### config.mk
export PLATFORM = sky130hd
export DESIGN_NAME = cory_bin_sum
export DESIGN_NICKNAME = d
export VERILOG_FILES = /design/src/rtl/cory_bin_sum.sv
export SDC_FILE = /design/constraint.sdc
export NUM_CORES = 1
export LEC_CHECK = 0
export ABC_AREA = 1
export CORE_AREA = 2 2 141 129
export CTS_BUF_LIST = sky130_fd_sc_hd__clkbuf_4 sky130_fd_sc_hd__clkbuf_8
export DETAILED_ROUTE_END_ITERATION = 8
export DIE_AREA = 0 0 143 131
export PLACE_DENSITY_LB_ADDON = 0.05
export SYNTH_ARGS = -nofsm -noshare
export SYNTH_HDL_FRONTEND = slang
export SYNTH_SLANG_ARGS = --single-unit
### constraint.sdc
create_clock -name clk -period 3 [get_ports clk]
set_clock_uncertainty 0.2 [all_clocks]
set_input_delay 0.3 -clock clk [delete_from_list [all_inputs] [get_ports clk]]
set_output_delay 0.3 -clock clk [all_outputs]
set_load 0.02 [all_outputs]
### src/rtl/cory_bin_sum.sv
// Decimating binner: accumulates input samples into output bins at an 8.8f
// position step and emits one (sum, count, index, last) word per bin.
module cory_bin_sum #(
  parameter int N = 8,
  parameter int R = 11
) (
  input  logic         clk,
  input  logic         reset_n,
  input  logic         i_cmd_v,
  input  logic [R-1:0] i_cmd_in_cnt,
  input  logic [R-1:0] i_cmd_out_cnt,
  input  logic [15:0]  i_cmd_ratio,
  output logic         o_cmd_r,
  input  logic         i_a_v,
  input  logic [N-1:0] i_a_d,
  output logic         o_a_r,
  output logic         o_z_v,
  output logic [N+8:0] o_z_sum,
  output logic [8:0]   o_z_num,
  output logic [R-1:0] o_z_cnt,
  output logic         o_z_last,
  input  logic         i_z_r
);
  localparam int W  = R + 8;
  localparam int SW = N + 9;
  localparam logic [R-1:0] ONE_R = 1;

  typedef enum logic [1:0] {IDLE = 2'd0, RUN = 2'd1, FLUSH = 2'd2, DRAIN = 2'd3} state_t;

  state_t        state, state_nx;
  logic [W-1:0]  ratio_r, pos_f8, next_f8;
  logic [R-1:0]  in_cnt, out_cnt, in_i, bin;
  logic [SW-1:0] acc;
  logic [8:0]    num;
  logic [15:0]   ratio_cl;
  logic          z_free, a_acc, cmd_acc, last_in, last_bin, close_bin;

  // Decimation only: the step is kept within 1/256..1 bin per sample.
  always_comb begin
    ratio_cl = i_cmd_ratio;
    if (i_cmd_ratio == 16'h0000)
      ratio_cl = 16'h0001;
    else if (i_cmd_ratio > 16'h0100)
      ratio_cl = 16'h0100;
  end

  always_comb begin
    z_free    = !o_z_v || i_z_r;
    o_cmd_r   = (state == IDLE) && !o_z_v;
    o_a_r     = ((state == RUN) && z_free) || (state == DRAIN);
    a_acc     = i_a_v && o_a_r;
    cmd_acc   = i_cmd_v && o_cmd_r;
    next_f8   = pos_f8 + ratio_r;
    last_in   = (in_i == in_cnt - ONE_R);
    last_bin  = (bin == out_cnt - ONE_R);
    close_bin = (next_f8[W-1:8] != pos_f8[W-1:8]) || last_in;
    state_nx  = state;
    unique case (state)
      IDLE: begin
        if (cmd_acc) begin
          if (i_cmd_in_cnt != '0 && i_cmd_out_cnt != '0) state_nx = RUN;
          else if (i_cmd_out_cnt != '0)                   state_nx = FLUSH;
          else if (i_cmd_in_cnt != '0)                    state_nx = DRAIN;
          else                                            state_nx = IDLE;
        end
      end
      RUN: begin
        if (a_acc && close_bin) begin
          if (last_bin)     state_nx = last_in ? IDLE : DRAIN;
          else if (last_in) state_nx = FLUSH;
        end
      end
      FLUSH: begin
        if (z_free && last_bin) state_nx = IDLE;
      end
      DRAIN: begin
        if (a_acc && last_in) state_nx = IDLE;
      end
      default: state_nx = IDLE;
    endcase
  end

  always_ff @(posedge clk or negedge reset_n) begin
    if (!reset_n) state <= IDLE;
    else          state <= state_nx;
  end

  always_ff @(posedge clk or negedge reset_n) begin
    if (!reset_n) begin
      ratio_r  <= '0;
      pos_f8   <= '0;
      in_cnt   <= '0;
      out_cnt  <= '0;
      in_i     <= '0;
      bin      <= '0;
      acc      <= '0;
      num      <= '0;
      o_z_v    <= 1'b0;
      o_z_sum  <= '0;
      o_z_num  <= '0;
      o_z_cnt  <= '0;
      o_z_last <= 1'b0;
    end else begin
      if (o_z_v && i_z_r) o_z_v <= 1'b0;
      unique case (state)
        IDLE: begin
          if (cmd_acc) begin
            ratio_r <= W'(ratio_cl);
            in_cnt  <= i_cmd_in_cnt;
            out_cnt <= i_cmd_out_cnt;
            pos_f8  <= '0;
            acc     <= '0;
            num     <= '0;
            in_i    <= '0;
            bin     <= '0;
          end
        end
        RUN: begin
          if (a_acc) begin
            pos_f8 <= next_f8;
            in_i   <= in_i + ONE_R;
            if (close_bin) begin
              o_z_v    <= 1'b1;
              o_z_sum  <= acc + SW'(i_a_d);
              o_z_num  <= num + 9'd1;
              o_z_cnt  <= bin;
              o_z_last <= last_bin;
              acc      <= '0;
              num      <= '0;
              bin      <= bin + ONE_R;
            end else begin
              acc <= acc + SW'(i_a_d);
              num <= num + 9'd1;
            end
          end
        end
        FLUSH: begin
          // Bins no input reached are still emitted, empty, so the consumer sees out_cnt words.
          if (z_free) begin
            o_z_v    <= 1'b1;
            o_z_sum  <= '0;
            o_z_num  <= '0;
            o_z_cnt  <= bin;
            o_z_last <= last_bin;
            bin      <= bin + ONE_R;
          end
        end
        DRAIN: begin
          if (a_acc) in_i <= in_i + ONE_R;
        end
        default: ;
      endcase
    end
  end
endmodule

# Word level (Yosys, flattened, before mapping)
# Index checks and enable logic that the tools add are counted.
dict set report word_totals {
  reg_bits 146
  in_bits 51
  out_inout_bits 41
  wordCells 117
}
dict set report op_classes {
  n_addsub 7
  order_cmp 1
  eq_ne 15
  n_mux 52
  n_reduce_logical 28
}
# op n
set ops {}
lappend ops {{$mux 17} 6}
lappend ops {{$mux 11} 8}
lappend ops {{$pmux 17 s2} 2}
lappend ops {{$mux 9} 6}
lappend ops {{$pmux 11 s2} 2}
lappend ops {{$mux 19} 2}
lappend ops {{$pmux 19 s2} 1}
lappend ops {{$pmux 9 s2} 2}
lappend ops {{$pmux 11 s3} 1}
lappend ops {{$mux 16} 2}
lappend ops {{$add 11x1->11 const B} 2}
lappend ops {{$eq 11x11->1} 2}
lappend ops {{$reduce_bool 11->1} 2}
lappend ops {{$sub 11x1->11 const B} 2}
lappend ops {{$mux 2} 10}
lappend ops {{$add 19x16->19} 1}
lappend ops {{$add 17x8->17} 1}
lappend ops {{$gt 16x9->1 const B} 1}
lappend ops {{$logic_not 16->1} 1}
lappend ops {{$ne 11x11->1} 1}
lappend ops {{$ne 2x2->1 const B} 5}
lappend ops {{$reduce_and 5->1} 2}
lappend ops {{$add 9x1->9 const B} 1}
lappend ops {{$logic_and 1x1->1} 9}
lappend ops {{other kinds (16)} 31}

# Longest topological paths before layout
dict set report logic_depth {
  ltp_word 8
  mapped_depth 23
  mapped_depth_nobuf 22
}

# Least setup slack after synthesis
# Ideal clock, no wire load.
dict set report synth_path {
  kind {register to register}
  start {register state[0]}
  end {register in_i[9]}
  setup_ps 123
  t_arrival_ps 2456
  t_required_ps 2677
  path_slack_ps 221
  stages_incl_launch_ff 16
  n_path_buf 0
  synth_period_minus_slack_ps 2779
  cell_sequence {dfrtp_1 -> inv_1 -> ha_1 -> inv_1 -> nor2_1 -> nand2_1 -> inv_2 -> nor2_1 -> a21oi_1 -> o21ai_1 -> nor3_2 -> nand2_1 -> nor2_1 -> nand3_1 -> o21ai_0 -> a21oi_1}
}
dict set report synth_between {
  elab_cells_between_ends 14
  cone_classes {eq/ne (4); mux (1); reduce/logical (9)}
}
# element line
set synth_rtl {}
lappend synth_rtl {{start, declared} 30} ;# state_t state, state_nx;
lappend synth_rtl {{start signal, assigned} 85} ;# else state <= state_nx;
lappend synth_rtl {{$logic_not 2->1} 49} ;# o_cmd_r = (state == IDLE) && !o_z_v;
lappend synth_rtl {{$logic_and 1x1->1} 49}
lappend synth_rtl {{net o_cmd_r} 13} ;# output logic o_cmd_r,
lappend synth_rtl {{$logic_and 1x1->1} 52} ;# cmd_acc = i_cmd_v && o_cmd_r;
lappend synth_rtl {{$ne 2x2->1 (no line)} --}
lappend synth_rtl {{$reduce_and 3->1 (no line)} --}
lappend synth_rtl {{end signal, assigned} 121} ;# in_i <= in_i + ONE_R;
lappend synth_rtl {{end signal, assigned} 149} ;# if (a_acc) in_i <= in_i + ONE_R;
lappend synth_rtl {{end, declared} 32} ;# logic [R-1:0] in_cnt, out_cnt, in_i, bin;
# The timed path passes the listed nets, and every way through them passes these cells.
# A chain may end at the register's enable or synchronous reset.

# Worst setup path in the final report
dict set report layout_path {
  start {register pos_f8[1]}
  end {register o_z_last}
}
dict set report layout_between {
  elab_chain_len 5
}
# element line
set layout_rtl {}
lappend layout_rtl {{start, declared} 31} ;# logic [W-1:0] ratio_r, pos_f8, next_f8;
lappend layout_rtl {{start signal, assigned} 120} ;# pos_f8 <= next_f8;
lappend layout_rtl {{$add 19x16->19} 53} ;# next_f8 = pos_f8 + ratio_r;
lappend layout_rtl {{$ne 11x11->1} 56} ;# close_bin = (next_f8[W-1:8] != pos_f8[W-1:8]) || last_in;
lappend layout_rtl {{$logic_or 1x1->1} 56}
lappend layout_rtl {{$ne 2x2->1 (no line)} --}
lappend layout_rtl {{$reduce_and 4->1 (no line)} --}
lappend layout_rtl {{end signal, assigned} 127} ;# o_z_last <= last_bin;
lappend layout_rtl {{end signal, assigned} 144} ;# o_z_last <= last_bin;
lappend layout_rtl {{end, declared} 21} ;# output logic o_z_last,
# No other way between the ends.

==> summary.txt <==
Yosys
  – Asr flop ratio synth: 100%
  – Adder-cell share of the synthesized area: 5.36%
  – Synthesis Warnings: 0
  – Post-synthesis cell type count: 43
  – Post-synthesis simple-gate area fraction: 29.9%
  – Post-synth top area share: 41.8%
  – Synthesized flop and latch total: 145
  – Post-synth top cells: nand2_1, inv_1, dfrtp_1
  – Top cell type by total area after synthesis: dfrtp_1
  – Count leader, synth: nand2_1
  – Post-synth EDFFs: 0
  – Sequential area share after synthesis: 41.8%
  – Synth Cell Area: 0.00868 mm²
  – Post-synthesis compound-gate area fraction: 9.67%
  – Largest family of logic cells by synthesized area: simple AND/OR/NAND/NOR gates
  – Synthesized area per cell: 7.37 µm²
  – Top_reg_cell synth: dfrtp_1
  – Mapped Nets: 1264
  – XOR/XNOR Fraction of Synth Area: 5.05%
  – Dominant cells by area after synthesis: dfrtp_1, nand2_1, inv_1
  – Post-synthesis mux area share: 0%
  – Syn Inst Count: 1177

Final layout
  – ANT cells: 0
  – Area Growth Syn to Fin: 25.7%
  – Final nets: 1382
  – Core Util, Final: 63.0%
  – Final std cells w/o fill: 1548
  – Fin area: 0.0109 mm²
  – Fraction of layout cells with a size suffix above 1: 11.2%

Routing
  – DRC Markers: 0
  – Initial DRC count: 558
  – DR vias: 7807
  – Post-DR vias/cell: 5.04
  – DRT antenna net count: 0
  – Wire per inst: 14.0 µm
  – Pre-antenna DRT Iters: 5
  – WL final: 21600 µm

STA
  – Fmax: 0.343 GHz
  – Least-Margin Pin Slew: 1.01 ns
  – RSZ-0062 raised after global routing: true
  – Final period util: 97.1%
  – Pins over their slew limit: 0
  – Max_slew headroom: 31.9%
  – Final Hold Fails: 0
  – Min cycle time layout: 2.91 ns
  – Setup violators final: 0
  – Final worst-path setup slack: 0.0877 ns

Floorplan
  – Core Area: 0.0173 mm²
  – Initial Utilization: 50.1%
  – I/O pin cnt: 92
  – Die ar.: 0.0187 mm²
  – Die H: 131 µm
  – Site Rows: 46
  – Die Width: 143 µm

Critical path
  – Crit path buffers/inverters: 2
  – Worst r2r src: pos_f8[1]$_DFFE_PN0P_
  – Crit-path cells: ha_1, nand2_1, a21oi_2, nand3_1, nand3_1, nand2_1, nand3_1, nand2_1, nor2_1, nand2_1, nor2_2, nand2_2, inv_4, nand2_8, nand2_4, clkbuf_16, o21ai_0
  – Reg2reg path depth: 17
  – CP delay by family, top: simple AND/OR/NAND/NOR gates
  – Max stage delay on crit path: 0.40 ns
  – Critical path fanouts, max: 10
  – Most common cell on crit path: nand2_1
  – Crit path launch type: flop
  – Required time of the critical path: 3.15 ns
  – Crit path kind: reg2reg
  – Critical path's slowest cell: dfrtp_1
  – R2R Path End: o_z_last$_DFFE_PN0P_
  – CP arrival: 3.07 ns
  – Setup crit end kind: flop
  – R2R setup slack: 0.09 ns

GRT
  – First-pass GRT wire length: 34600 µm
  – Largest net degree at the start of global routing: 59
  – Antenna violations before repair: 0
  – Number of global-route vias before repair: 7257
  – GRT Util Overall: 23.3%
  – Gr ovfl total: 0

Clock network
  – Longest Clk Path Bufs: 2
  – CTS Buf Count: 17
  – Clock Sinks: 145
  – CTS tree: yes
  – Clock transition at path regs: 0.09 ns
  – Clock H-tree levels: 4
  – Clock Latency Late Sink: 0.47 ns
  – Clock root buffer: clkbuf_8

Place
  – GPL Wtd Cong: 0.869
  – Dpl ws: -0.00942 ns
  – Placed Cells: 1505
  – I/O Buffers: 91
  – Post-DP HPWL: 15100 µm
  – Placed standard-cell area: 0.00997 mm²

Outcome
  – Outcome: finished clean

Power and ir drop
  – Leakage: 5.25 nW
  – Worst vdd ir: 0.545 mV
  – Register share of total power: 28.9%
  – Net Sw Power: 0.00389 W
  – Comb power frac: 52.4%
  – Net Sw Frac: 44.0%
  – Power per cell area: 810 mW/mm²
  – Internal power: 0.00495 W
  – Clock network fraction of total power: 18.7%

Job
  – Maxcap violations: 0

Hold path
  – Worst hold path type: in2async
-- cell families (layout without fill, tap and decap cells) --
logic type	Yosys count	in the layout
simple gates	610	611
buf+inv	178	308
compound gates	158	158
flops	145	145
xor+xnor	50	50
fa+ha+maj	36	36
-- state kept, by name, indices dropped and copies added, names as in the netlist --
name      cells
ratio_r      16
bin          11
num           9
pos_f8       18
in_cnt       11
o_z_v         1
o_z_num       9
out_cnt      11
o_z_sum      17
in_i         11
o_z_cnt      11
state         2
acc          17
o_z_last      1
-- layer usage --
layer / track usage (%) / wire length (µm)
met1: 32.4 / 10600
met2: 37.3 / 9910
met3: 4.59 / 848
met4: 6.41 / 287
met5: 0 / 0
-- metrics by stage --
| step | total power, W | hold WS [ns] | TNS [ns] |
|---|---|---|---|
| after global routing | 0.00953 | 0.200 | -2.12 |
| after detailed placement | 0.00643 | 0.101 | -0.00942 |
| after floorplan | 0.00518 | -0.196 | 0 |
| final | 0.00884 | 0.156 | 0 |
| after global placement | 0.00638 | 0.106 | 0 |
| after CTS | 0.00809 | 0.177 | 0 |
-- layout by cell type, fill, tap and decap left out, drive strengths merged --
cell,instances
o31ai,2
nand2,380
dfrtp,145
nor3,23
a211oi,1
clkinvlp,4
o22ai,12
a221oi,1
nor2,76
xnor2,10
and3,2
and2,3
clkdlybuf4s50,90
o21ai,107
nand3b,4
dlygate4sd3,1
a21boi,2
a22o,1
nor3b,3
nor4,10
or2,9
inv,155
a21o,1
nand4,12
o211ai,1
clkinv,2
xor2,40
o21bai,1
a31oi,2
fa,2
nand3,88
clkbuf,27
buf,27
a21oi,27
bufinv,2
ha,34
or4,1
-- area by class of cell --
cell class	count	area, µm²
Clock buffer	22	290
Tap cell	240	300
Inverter	153	577
Sequential cell	145	3630
Fill cell	1558	6410
Multi-Input combinational cell	855	4680
Clock inverter	10	125
Timing Repair Buffer	123	1310
-- power groups by stage --
stage | sequential (W) | combinational, W | clock, W
after floorplan | 0.00265 | 0.00253 | 0
after global placement | 0.00256 | 0.00381 | 0
after detailed placement | 0.00258 | 0.00385 | 0
after CTS | 0.00254 | 0.00387 | 0.00168
after global routing | 0.00260 | 0.00515 | 0.00178
final | 0.00255 | 0.00464 | 0.00165
-- timing repair --
item,CTS,global route
resized for setup,0,100
buffers inserted,0,2
endpoints found under the setup margin,0,77
hold endpoints to repair,56,0
hold buffers,1,0
-- how the worst max path moves through the flow --
stage	start	cells past startpoint	to
floorplan	state[0]$_DFFE_PN0P_	15	in_i[9]$_DFFE_PN0P_
global placement	i_a_d[0]	14	o_z_sum[16]$_DFFE_PN0P_
detailed placement	i_a_d[4]	13	o_z_sum[13]$_DFFE_PN0P_
CTS	ratio_r[0]$_DFFE_PN0P_	21	o_z_num[4]$_DFFE_PN0P_
global route	pos_f8[0]$_DFFE_PN0P_	21	o_z_cnt[9]$_DFFE_PN0P_
finish	pos_f8[1]$_DFFE_PN0P_	17	o_z_last$_DFFE_PN0P_
-- worst register-to-register path: cells and delay by family (launching register included) --
kind | cells | cell delay (ns)
AO/OA/AOI/OAI | 2 | 0.35
adder cells (fa/ha/maj) | 1 | 0.27
buffers and inverters | 2 | 0.27
flip-flops | 1 | 0.40
AND/OR/NAND/NOR | 12 | 1.30
No activity file was read; power rests on OpenSTA's default activity.
==> variant (same flow settings) <==
`N`: 8 -> 12.
--- a/src/rtl/cory_bin_sum.sv
+++ b/src/rtl/cory_bin_sum.sv
@@ -1,7 +1,7 @@
 // Decimating binner: accumulates input samples into output bins at an 8.8f
 // position step and emits one (sum, count, index, last) word per bin.
 module cory_bin_sum #(
-  parameter int N = 8,
+  parameter int N = 12,
   parameter int R = 11
 ) (
   input  logic         clk,
Interface: changed (resized i_a_d and o_z_sum); port bits go from 92 to 100. The function was not compared with the original's and may differ.
==> variant against the original RTL <==
  * Critical path depth rose by 1
  * Area after synthesis rose by 9.3%
  * Routed wire length rose by 9.5%
  * Worst setup slack improved by 0.064 ns
  * Sequential cell count rose by 8
  * Core utilization rose by 3.7 points
  * Total power rose by 5.6%
  * Sequential power rose by 9.0%
  * Final area rose by 5.9%
  * Final cell count rose by 7.8%
  * Largest power group unchanged
==> variant: results (changes against the original RTL) <==
* Final wirelength at 23.71 mm (+9.5%)
* Mapped Nets at 1399 (+11%)
* Port Buffers at 99 (+8.8%)
* CTS max path bufs at 2 (unchanged)
* Post-synthesis cell type count at 45 (+4.7%)
* Hold Path Class: input port to async pin
* Critical Path Source: ratio_r[9]$_DFFE_PN0P_
* Clk root buf: clkbuf_8
* Antenna Cells at 0 (unchanged)
* Vias in the first global route at 8056 (+11%)
* Seq pwr share at 0.298 (+0.009)
* Gpl congestion at 0.8975 (+3.3%)
* Crit Path Max Fanout at 9 (-1)
* Placed Area at 10930 sq um (+9.6%)
* Fillers at 1522 (-2.3%)
* Setup violators final at 0 (unchanged)
* Fraction of layout cells with a size suffix above 1 at 0.07213 (-0.04026)
* Via count at 8715 (+12%)
* GRT Total Usage at 0.2526 (+0.01987)
* Status: finished, final reports clean
* Post-synthesis sequential area ratio at 0.4036 (-0.01441)
* Worst vdd ir at 0.0006923 V (+27%)
* Post-detail-place hpwl at 17.03 mm (+12%)
* First-pass GRT wire length at 37.94 mm (+9.7%)
* Clk_lat worst skew at 0.46 ns
* Most frequent cells after synthesis: 414 x nand2_1, 158 x inv_1, 153 x dfrtp_1
* Pin count of the biggest net entering global routing at 57 (-3.4%)
* Fin nets at 1512 (+9.4%)
* CP arrival at 3.05 ns (-0.02 ns)
* Post-layout power at 0.009332 W (+5.6%)
* Psw at 0.004103 W (+5.4%)
* Regs by FF count: acc: 21 flops, o_z_sum: 21 flops, pos_f8: 18 flops
* First DRT Iteration DRCs at 591 (+5.9%)
* Ranking of synthesized cells by area: dfrtp_1 40%, nand2_1 16%, inv_1 6.3%, ha_1 5.3%, nor2_1 4.1%
* Leakage at 5.792 nW (+10%)
* Slew HR at 0.6275 (+0.3086)
* Pre-CTS WS at 0.03929 ns (+0.04871 ns)
* DR pass1 iterations at 7 (+2)
* Clock power frac at 0.201 (+0.014)
==> variant: changes by cell type in the layout (fill, tap and decap cells not counted), moves of 10 or more <==
| cell | delta |
|---|---|
| nand2_1 | +57 |
| nand4_1 | +50 |
| nor2_1 | +30 |
| o21ai_1 | -19 |
| nand2_2 | -16 |
| ha_1 | +15 |
| inv_1 | +11 |
| nand3_1 | -10 |
==> variant: logic make-up after synthesis <==
family                     after synthesis  synth area share
xor gates and xnor gates                59           0.05593
adders and majority gates               42           0.05698
AOI/OAI and AO/OA                      140           0.07981
and+or+nand+nor                        705            0.3201
muxes                                    1          0.001055
DFF                                    153            0.4036
buffers and inverters                  202           0.08244
==> variant: worst paths after layout <==
| path | endpoint | slack, ns | cells past startpoint |
|---|---|---|---|
| min in group clk | out_cnt[3]$_DFFE_PN0P_ | 0.21 | 3 |
| max in group asynchronous | num[1]$_DFFE_PN0P_ | 1.76 | 3 |
| min | ratio_r[6]$_DFFE_PN0P_ | 0.16 | 2 |
| max | o_z_last$_DFFE_PN0P_ | 0.15 | 18 |
| min reg2reg | o_z_cnt[4]$_DFFE_PN0P_ | 0.28 | 2 |
| max reg2reg | o_z_last$_DFFE_PN0P_ | 0.15 | 18 |
==> variant: what timing repair did <==
action | 4_1_cts | 5_1_grt
hold endpoints to repair | 54 | 0
setup buffers | 0 | 0
gates resized for setup | 0 | 21
endpoints found under the setup margin | 0 | 88
hold buffers | 1 | 0
==> variant: per-layer routing <==
metal | track usage | up-vias | part of all wire
li1 | - | 4445 | -
met1 | 0.3562 | 4025 | 0.49
met5 | 0 | - | 0
met2 | 0.4053 | 217 | 0.46
met3 | 0.04300 | 28 | 0.042
met4 | 0.06989 | 0 | 0.013
==> variant: per-stage QoR <==
step | util | setup TNS [ns] | std cells
detailed placement | 0.6308 | 0 | 1632
finish | 0.6671 | 0 | 1668
CTS | 0.6587 | 0 | 1665
global route | 0.6671 | -0.4164 | 1668
global placement | 0.6308 | 0 | 1632
floorplan | - | 0 | 1302
==> variant: worst register-to-register path, cell delays in order (launching register included) <==
cell and delay [ns]:
dfrtp_1 0.40, ha_1 0.38, nand2_1 0.16, nor2_4 0.15
inv_1 0.05, nor2_1 0.08, nand2_1 0.09, nand2_1 0.10
nand2_1 0.08, nand3_1 0.08, nand2_1 0.05, nor2_1 0.14
nand2_1 0.11, nor2_4 0.13, nand3_4 0.13, nand3_4 0.15
clkbuf_16 0.19, nand2_1 0.06, nand2_1 0.05
==> variant: area by class of cell <==
class / count / share of cell area
Multi-Input combinational cell: 947 / 0.4298
Sequential cell: 153 / 0.3313
Timing Repair Buffer: 133 / 0.1191
Inverter: 163 / 0.05294
Tap cell: 240 / 0.02598
Clock buffer: 19 / 0.02209
Clock inverter: 13 / 0.01884
